<file path="config.mk">
export PLATFORM = sky130hd
export DESIGN_NAME = frame_scheduler
export DESIGN_NICKNAME = d
export VERILOG_FILES = /design/src/rtl/frame_sched_pkg.sv /design/src/rtl/vs_edge_sync.sv /design/src/rtl/frame_scheduler.sv
export SDC_FILE = /design/constraint.sdc
export NUM_CORES = 1
export LEC_CHECK = 0
export ABC_AREA = 1
export BUFFER_PORTS_ARGS = -buffer_cell sky130_fd_sc_hd__buf_4
export CORE_MARGIN = 5
export CORE_UTILIZATION = 58
export CTS_CLUSTER_DIAMETER = 30
export DETAILED_ROUTE_END_ITERATION = 16
export PLACE_DENSITY_LB_ADDON = 0.05
export SYNTH_ARGS = -nofsm -noshare
export SYNTH_HDL_FRONTEND = slang
export SYNTH_SLANG_ARGS = --single-unit
</file>
<file path="constraint.sdc">
create_clock -name i_clk -period 2.2 [get_ports i_clk]
set_clock_uncertainty 0.05 [all_clocks]
set_input_delay 0.22 -clock i_clk [delete_from_list [all_inputs] [get_ports i_clk]]
set_output_delay 0.22 -clock i_clk [all_outputs]
set_load 0.05 [all_outputs]
</file>
<file path="src/rtl/frame_sched_pkg.sv">
// frame_sched_pkg
// Shared definitions for the frame scheduler:
//   - state_t      : scheduler FSM states
//   - DEF_*        : default parameter values for frame_scheduler
//   - MAP/CLOUD/HERO : named layer indices
//   - pick_layer() : priority encoder returning the lowest set mask bit at or
//                    above a starting index, or -1 when there is none
package frame_sched_pkg;

  typedef enum logic [1:0] {
    IDLE,
    START,
    BUSY,
    READY
  } state_t;

  localparam int DEF_N_LAYERS = 3;
  localparam int DEF_LAYER_W  = 2;
  localparam int DEF_TIMEOUT  = 65535;

  localparam int MAP   = 0;
  localparam int CLOUD = 1;
  localparam int HERO  = 2;

  // Widest layer mask the priority encoder handles; callers zero-extend.
  localparam int MAX_LAYERS = 32;

  // Lowest set bit of mask whose index is >= from; -1 if none.
  function automatic int pick_layer(input logic [MAX_LAYERS-1:0] mask, input int from);
    int idx;
    idx = -1;
    for (int i = MAX_LAYERS - 1; i >= 0; i--) begin
      if (mask[i] && (i >= from)) idx = i;
    end
    return idx;
  endfunction

endpackage

</file>
<file path="src/rtl/vs_edge_sync.sv">
// vs_edge_sync
// Two-flop synchroniser for the VGA vertical sync plus a falling-edge detector.
// Ports:
//   i_clk      system clock
//   i_reset_n  synchronous active-low reset
//   i_vs       raw VS (active-low pulse, unrelated timing)
//   o_vs_fall  high for one cycle after the synchronised VS goes 1 -> 0
module vs_edge_sync (
  input  logic i_clk,
  input  logic i_reset_n,
  input  logic i_vs,
  output logic o_vs_fall
);

  logic r_vs_q;
  logic r_vs_qq;

  // Both flops reset to the idle (high) level so releasing reset while VS is
  // high can never look like a falling edge.
  always_ff @(posedge i_clk) begin
    if (!i_reset_n) begin
      r_vs_q  <= 1'b1;
      r_vs_qq <= 1'b1;
    end else begin
      r_vs_q  <= i_vs;
      r_vs_qq <= r_vs_q;
    end
  end

  assign o_vs_fall = r_vs_qq & ~r_vs_q;

endmodule

</file>
<file path="src/rtl/frame_scheduler.sv">
// frame_scheduler
// Per-frame sequencer for the double-buffered video path. Each frame it
// launches one render pass per enabled layer (ascending index) into the back
// buffer, and swaps front/back buffers only at a VS start that follows a
// completed frame. A VS start during rendering is reported as a dropped frame.
// Ports:
//   i_clk           system clock
//   i_reset_n       synchronous active-low reset
//   i_vs            VGA vertical sync, active low, synchronised internally
//   i_frame_en      allow new frames to start
//   i_layer_mask    enabled layers, latched at frame start
//   i_render_done   one-cycle pulse: current layer finished
//   o_render_start  one-cycle pulse launching the renderer
//   o_render_layer  layer being rendered
//   o_render_en     renderer owns the back-buffer write port
//   o_buffer_sel    buffer currently displayed
//   o_frame_drop    one-cycle pulse: VS start while frame unfinished
//   o_timeout_err   sticky render-timeout flag
//   o_frame_cnt     number of buffer swaps (wraps)
module frame_scheduler
  import frame_sched_pkg::*;
#(
  parameter int N_LAYERS = DEF_N_LAYERS,
  parameter int LAYER_W  = DEF_LAYER_W,
  parameter int TIMEOUT  = DEF_TIMEOUT
) (
  input  logic                i_clk,
  input  logic                i_reset_n,
  input  logic                i_vs,
  input  logic                i_frame_en,
  input  logic [N_LAYERS-1:0] i_layer_mask,
  input  logic                i_render_done,
  output logic                o_render_start,
  output logic [LAYER_W-1:0]  o_render_layer,
  output logic                o_render_en,
  output logic                o_buffer_sel,
  output logic                o_frame_drop,
  output logic                o_timeout_err,
  output logic [15:0]         o_frame_cnt
);

  localparam int CNT_W = (TIMEOUT > 1) ? $clog2(TIMEOUT) : 1;
  localparam logic [CNT_W-1:0] TO_LAST = CNT_W'(TIMEOUT - 1);

  state_t               r_state;
  logic [N_LAYERS-1:0]  r_mask;
  logic [CNT_W-1:0]     r_to_cnt;
  logic                 r_render_start;
  logic [LAYER_W-1:0]   r_render_layer;
  logic                 r_render_en;
  logic                 r_buffer_sel;
  logic                 r_frame_drop;
  logic                 r_timeout_err;
  logic [15:0]          r_frame_cnt;

  logic w_vs_fall;
  int   w_first_idx;  // first layer of a new frame (from the live mask input)
  int   w_next_idx;   // next layer above the current one in the latched mask
  logic w_timeout;

  vs_edge_sync u_vs_sync (
    .i_clk     (i_clk),
    .i_reset_n (i_reset_n),
    .i_vs      (i_vs),
    .o_vs_fall (w_vs_fall)
  );

  always_comb begin
    w_first_idx = pick_layer(32'(i_layer_mask), 0);
    w_next_idx  = pick_layer(32'(r_mask), int'(r_render_layer) + 1);
    w_timeout   = (r_to_cnt == TO_LAST);
  end

  always_ff @(posedge i_clk) begin
    if (!i_reset_n) begin
      r_state        <= IDLE;
      r_mask         <= '0;
      r_to_cnt       <= '0;
      r_render_start <= 1'b0;
      r_render_layer <= '0;
      r_render_en    <= 1'b0;
      r_buffer_sel   <= 1'b0;
      r_frame_drop   <= 1'b0;
      r_timeout_err  <= 1'b0;
      r_frame_cnt    <= '0;
    end else begin
      r_render_start <= 1'b0;
      r_frame_drop   <= 1'b0;
      case (r_state)
        IDLE: begin
          if (w_vs_fall && i_frame_en) begin
            r_mask <= i_layer_mask;
            if (w_first_idx >= 0) begin
              r_state        <= START;
              r_render_layer <= LAYER_W'(w_first_idx);
              r_render_start <= 1'b1;
              r_render_en    <= 1'b1;
              r_to_cnt       <= '0;
            end else begin
              // An empty frame is complete at once and still swaps.
              r_state <= READY;
            end
          end
        end
        START: begin
          // DONE is ignored here; the renderer has only just been launched.
          r_state      <= BUSY;
          r_frame_drop <= w_vs_fall;
        end
        BUSY: begin
          r_frame_drop <= w_vs_fall;
          if (!w_timeout) r_to_cnt <= r_to_cnt + CNT_W'(1);
          if (i_render_done || w_timeout) begin
            // A DONE arriving on the last allowed cycle counts as success.
            if (w_timeout && !i_render_done) r_timeout_err <= 1'b1;
            if (w_next_idx >= 0) begin
              r_state        <= START;
              r_render_layer <= LAYER_W'(w_next_idx);
              r_render_start <= 1'b1;
              r_to_cnt       <= '0;
            end else begin
              r_state     <= READY;
              r_render_en <= 1'b0;
            end
          end
        end
        READY: begin
          if (w_vs_fall) begin
            r_buffer_sel <= ~r_buffer_sel;
            r_frame_cnt  <= r_frame_cnt + 16'd1;
            if (i_frame_en) begin
              r_mask <= i_layer_mask;
              // Zero mask: stay in READY so the next VS swaps again.
              if (w_first_idx >= 0) begin
                r_state        <= START;
                r_render_layer <= LAYER_W'(w_first_idx);
                r_render_start <= 1'b1;
                r_render_en    <= 1'b1;
                r_to_cnt       <= '0;
              end
            end else begin
              r_state <= IDLE;
            end
          end
        end
        default: r_state <= IDLE;
      endcase
    end
  end

  assign o_render_start = r_render_start;
  assign o_render_layer = r_render_layer;
  assign o_render_en    = r_render_en;
  assign o_buffer_sel   = r_buffer_sel;
  assign o_frame_drop   = r_frame_drop;
  assign o_timeout_err  = r_timeout_err;
  assign o_frame_cnt    = r_frame_cnt;

endmodule
</file>
==> qor.csv <==
stage,metric,value,unit
outcome,status,"finished, final reports clean",
floorplan,die_x,77.7,µm
timing,slew_headroom,50.6,%
clocking,clk_latency,0.31,ns
logic_synthesis,synth_xor_area_share,2.96,%
logic_synthesis,ys_seq_area_share,33.9,%
worst_setup_path,worstPathMaxFanout,14,
worst_setup_path,reg2reg_slack,0.21,ns
clocking,clock_path_buffers,2,
floorplan,io_pins,31,
timing,drv_slew,0,
global_routing,antenna_found_initial,0,
timing,worst_pin_slew,0.740,ns
pwr,seqPwrFrac,47.5,%
worst_hold_path,hold_path_depth,2,
route,drtIter0Drc,138,
clocking,cts_buffers,5,
worst_setup_path,cp-start-kind,flop,
worst_setup_path,critPathCaptureType,flop,
timing,finalCritPeriodShare,90.4,%
logic_synthesis,synth_area,2660,µm²
placed_design,portBuffers,30,
timing,final-setup-viol-count,0,
worst_hold_path,hold_end,u_vs_sync.r_vs_q$_SDFF_PN1_,
logic_synthesis,synth_cells,384,
timing,fin_ws,0.212,ns
logic_synthesis,syn_nets,400,
logic_synthesis,postSynthAreaPerCell,6.92,µm²
clocking,clkTransAtPathRegs,0.09,ns
route,detail-route-antenna-nets,0,
timing,fin_crit,1.99,ns
finish,n_fill_cell,386,
route,vias,2457,
pwr,p_leak,1.28,nW
logic_synthesis,synth_fa_ha_area_share,3.76,%
finish,drive_above_1_share,20.6,%
route,wl_per_cell,12.0,µm
logic_synthesis,synth_top_family_by_area,simple AND/OR/NAND/NOR gates,
placed_design,dp.final_hpwl,4170,µm
finish,final_util,69.0,%
timing,hold_violations,0,
finish,nNetsFinal,432,
pwr,comb_power_share,16.3,%
logic_synthesis,async_flop_share,0,%
clocking,cts_root_buf,clkbuf_8,
placed_design,gp_congestion,0.851,
floorplan,start_util,60.2,%
floorplan,die_h,77.7,µm
worst_setup_path,critical_path_class,reg -> reg,
global_routing,grt_max_degree,26,
route,viasPerCell,5.24,
logic_synthesis,yosys.area_share.simple,35.5,%
floorplan,dieArea,6040,µm²
timing,fin_setup_tns,0,ns
logic_synthesis,ys_ff_latch,45,
logic_synthesis,synth_compound_area_share,16.1,%
logic_synthesis,synth.distinct_cells,40,
pwr,peakVddDrop,0.435,mV
logic_synthesis,synth_flop_cell,dfxtp_1,
logic_synthesis,synth_warnings,0,
clocking,cts_tree,built,
placed_design,dpl_cell_area,2920,µm²
global_routing,grt_pass1_vias,2171,
clocking,cts_hold_repair.buffers,0,
floorplan,row_count,24,
timing,maxClockFrequency,503,MHz
worst_setup_path,arrival,2.17,ns
finish,synthToLayoutAreaGrowth,14.6,%
pwr,clock_power_share,36.3,%
worst_setup_path,required,2.38,ns
logic_synthesis,synth_edf_count,0,
global_routing,track_usage,18.8,%
finish,antenna_cells,0,
placed_design,pre_cts_ws,0.144,ns
clocking,clock_sinks,45,
worst_hold_path,hp-start,i_vs,
worst_setup_path,reg2reg_to,r_to_cnt[4]$_SDFFE_PN0P_,
worst_hold_path,hp-class,in -> reg,
logic_synthesis,synth_mux_area_share,0,%
finish,design_area,3050,µm²
route,dr.pass1.iters,4,
floorplan,core,4410,µm²
pwr,p_sw_share,28.3,%
route,route.detailed.drc,0,
worst_setup_path,rr_worst_depth,9,
pwr,p_int,1.31,mW
worst_setup_path,regToRegStartpoint,r_state[0]$_SDFFE_PN0P_,
timing,rsz0062_at_grt,false,
run,max-cap-violations,0,
global_routing,grt-ovfl-total,0,
timing,fin_hold_ws,0.0501,ns
pwr,switchingPower,516,µW
global_routing,grt_first_pass_wirelength,9540,µm
route,routed_wl,5640,µm
pwr,power_density,598,nW/µm²
clocking,h-tree-depth,2,
## worst max-delay path: stages, from the launching register on
cell and delay, ns:
dfxtp_1 0.37, inv_1 0.15, ha_1 0.33, inv_2 0.12
nor2_2 0.19, o21ai_4 0.14, a21oi_4 0.13, buf_4 0.25
nand2_1 0.08, a21oi_1 0.12
## registers in the layout, summed over array words and instances, names as in the netlist
signal,count
r_to_cnt,16
u_vs_sync.r_vs_q,1
o_render_start,1
r_state,2
o_render_layer,2
r_mask,2
o_frame_drop,1
o_timeout_err,1
u_vs_sync.r_vs_qq,1
o_frame_cnt,16
o_render_en,1
o_buffer_sel,1
## worst max path at each step
stage / start / depth (start not counted) / slack (ns) / end
final: r_state[0]$_SDFFE_PN0P_ / 9 / 0.21 / r_to_cnt[4]$_SDFFE_PN0P_
after global routing: r_state[0]$_SDFFE_PN0P_ / 9 / 0.03 / r_to_cnt[3]$_SDFFE_PN0P_
after CTS: r_state[0]$_SDFFE_PN0P_ / 12 / 0.12 / r_to_cnt[1]$_SDFFE_PN0P_
after detailed placement: r_state[0]$_SDFFE_PN0P_ / 12 / 0.14 / r_to_cnt[1]$_SDFFE_PN0P_
after global placement: r_state[0]$_SDFFE_PN0P_ / 12 / 0.28 / r_to_cnt[1]$_SDFFE_PN0P_
after floorplan: o_frame_cnt[1]$_SDFFE_PN0P_ / 7 / 0.41 / o_frame_cnt[14]$_SDFFE_PN0P_
## cells in the mapped netlist, types with 3 or more instances
| master | instances | area share, % |
|---|---|---|
| clkbuf_1 | 3 | 0.42 |
| nand4_1 | 6 | 1.4 |
| nor3_1 | 5 | 0.94 |
| nand3_1 | 20 | 3.8 |
| ha_1 | 8 | 3.8 |
| a21oi_2 | 10 | 3.3 |
| nand2_2 | 16 | 3.8 |
| inv_1 | 41 | 5.8 |
| nand2_1 | 99 | 14 |
| nor2_2 | 4 | 0.94 |
| o21ai_0 | 19 | 3.6 |
| nor2_1 | 42 | 5.9 |
| dfxtp_1 | 45 | 34 |
| xor2_1 | 9 | 3.0 |
| a21oi_1 | 26 | 4.9 |
## power by group through the flow
stage	registers, mW	logic, mW	clock network [mW]
detailed placement	0.884	0.289	0
global route	0.870	0.327	0.713
global placement	0.882	0.283	0
floorplan	0.918	0.181	0
finish	0.865	0.296	0.661
CTS	0.865	0.291	0.676
## layout by cell type (no fill, tap or decap), drive strengths merged, types with 2 or more instances in the layout
cell    count
o21ai      23
nand2     117
xor2        9
nand3      21
dfxtp      45
inv        43
nand3b      2
nor3        6
clkbuf      6
ha          8
buf        32
nand4       7
nor2       49
a21oi      37
## routing by layer
layer	routed length, µm	vias up	GRT usage [%]	share of wire, %
li1	-	1299	-	-
met1	2710	1112	23.3	48
met2	2620	40	31.7	46
met3	257	6	4.63	4.6
met4	56	0	6.19	0.99
met5	0	-	0	0
## cell families after synthesis
kind of cell / count (synthesis)
AOI/OAI and AO/OA: 68
xor gates and xnor gates: 9
adders and majority gates: 8
buffers and inverters: 50
DFF: 45
and+or+nand+nor: 204
## through the flow
step	instances	total power [mW]
2_1_floorplan	384	1.10
3_3_place_gp	461	1.17
3_5_place_dp	461	1.17
4_1_cts	469	1.83
5_1_grt	469	1.91
6_report	469	1.82
## area by class of cell
cell class | count | area [µm²] | share of cell area [%]
sequential | 45 | 901 | 29.6
tap | 52 | 65.1 | 2.13
clock buffer | 6 | 82.6 | 2.71
timing repair buffer | 32 | 240 | 7.88
inverter | 43 | 161 | 5.30
clock inverter | 2 | 37.5 | 1.23
multi-input combinational | 289 | 1560 | 51.2
## repair_timing
item,in CTS,in global routing
setup endpoints to repair,0,2
setup buffers,0,0
resized for setup,0,2
No activity file was read; power rests on OpenSTA's default activity.
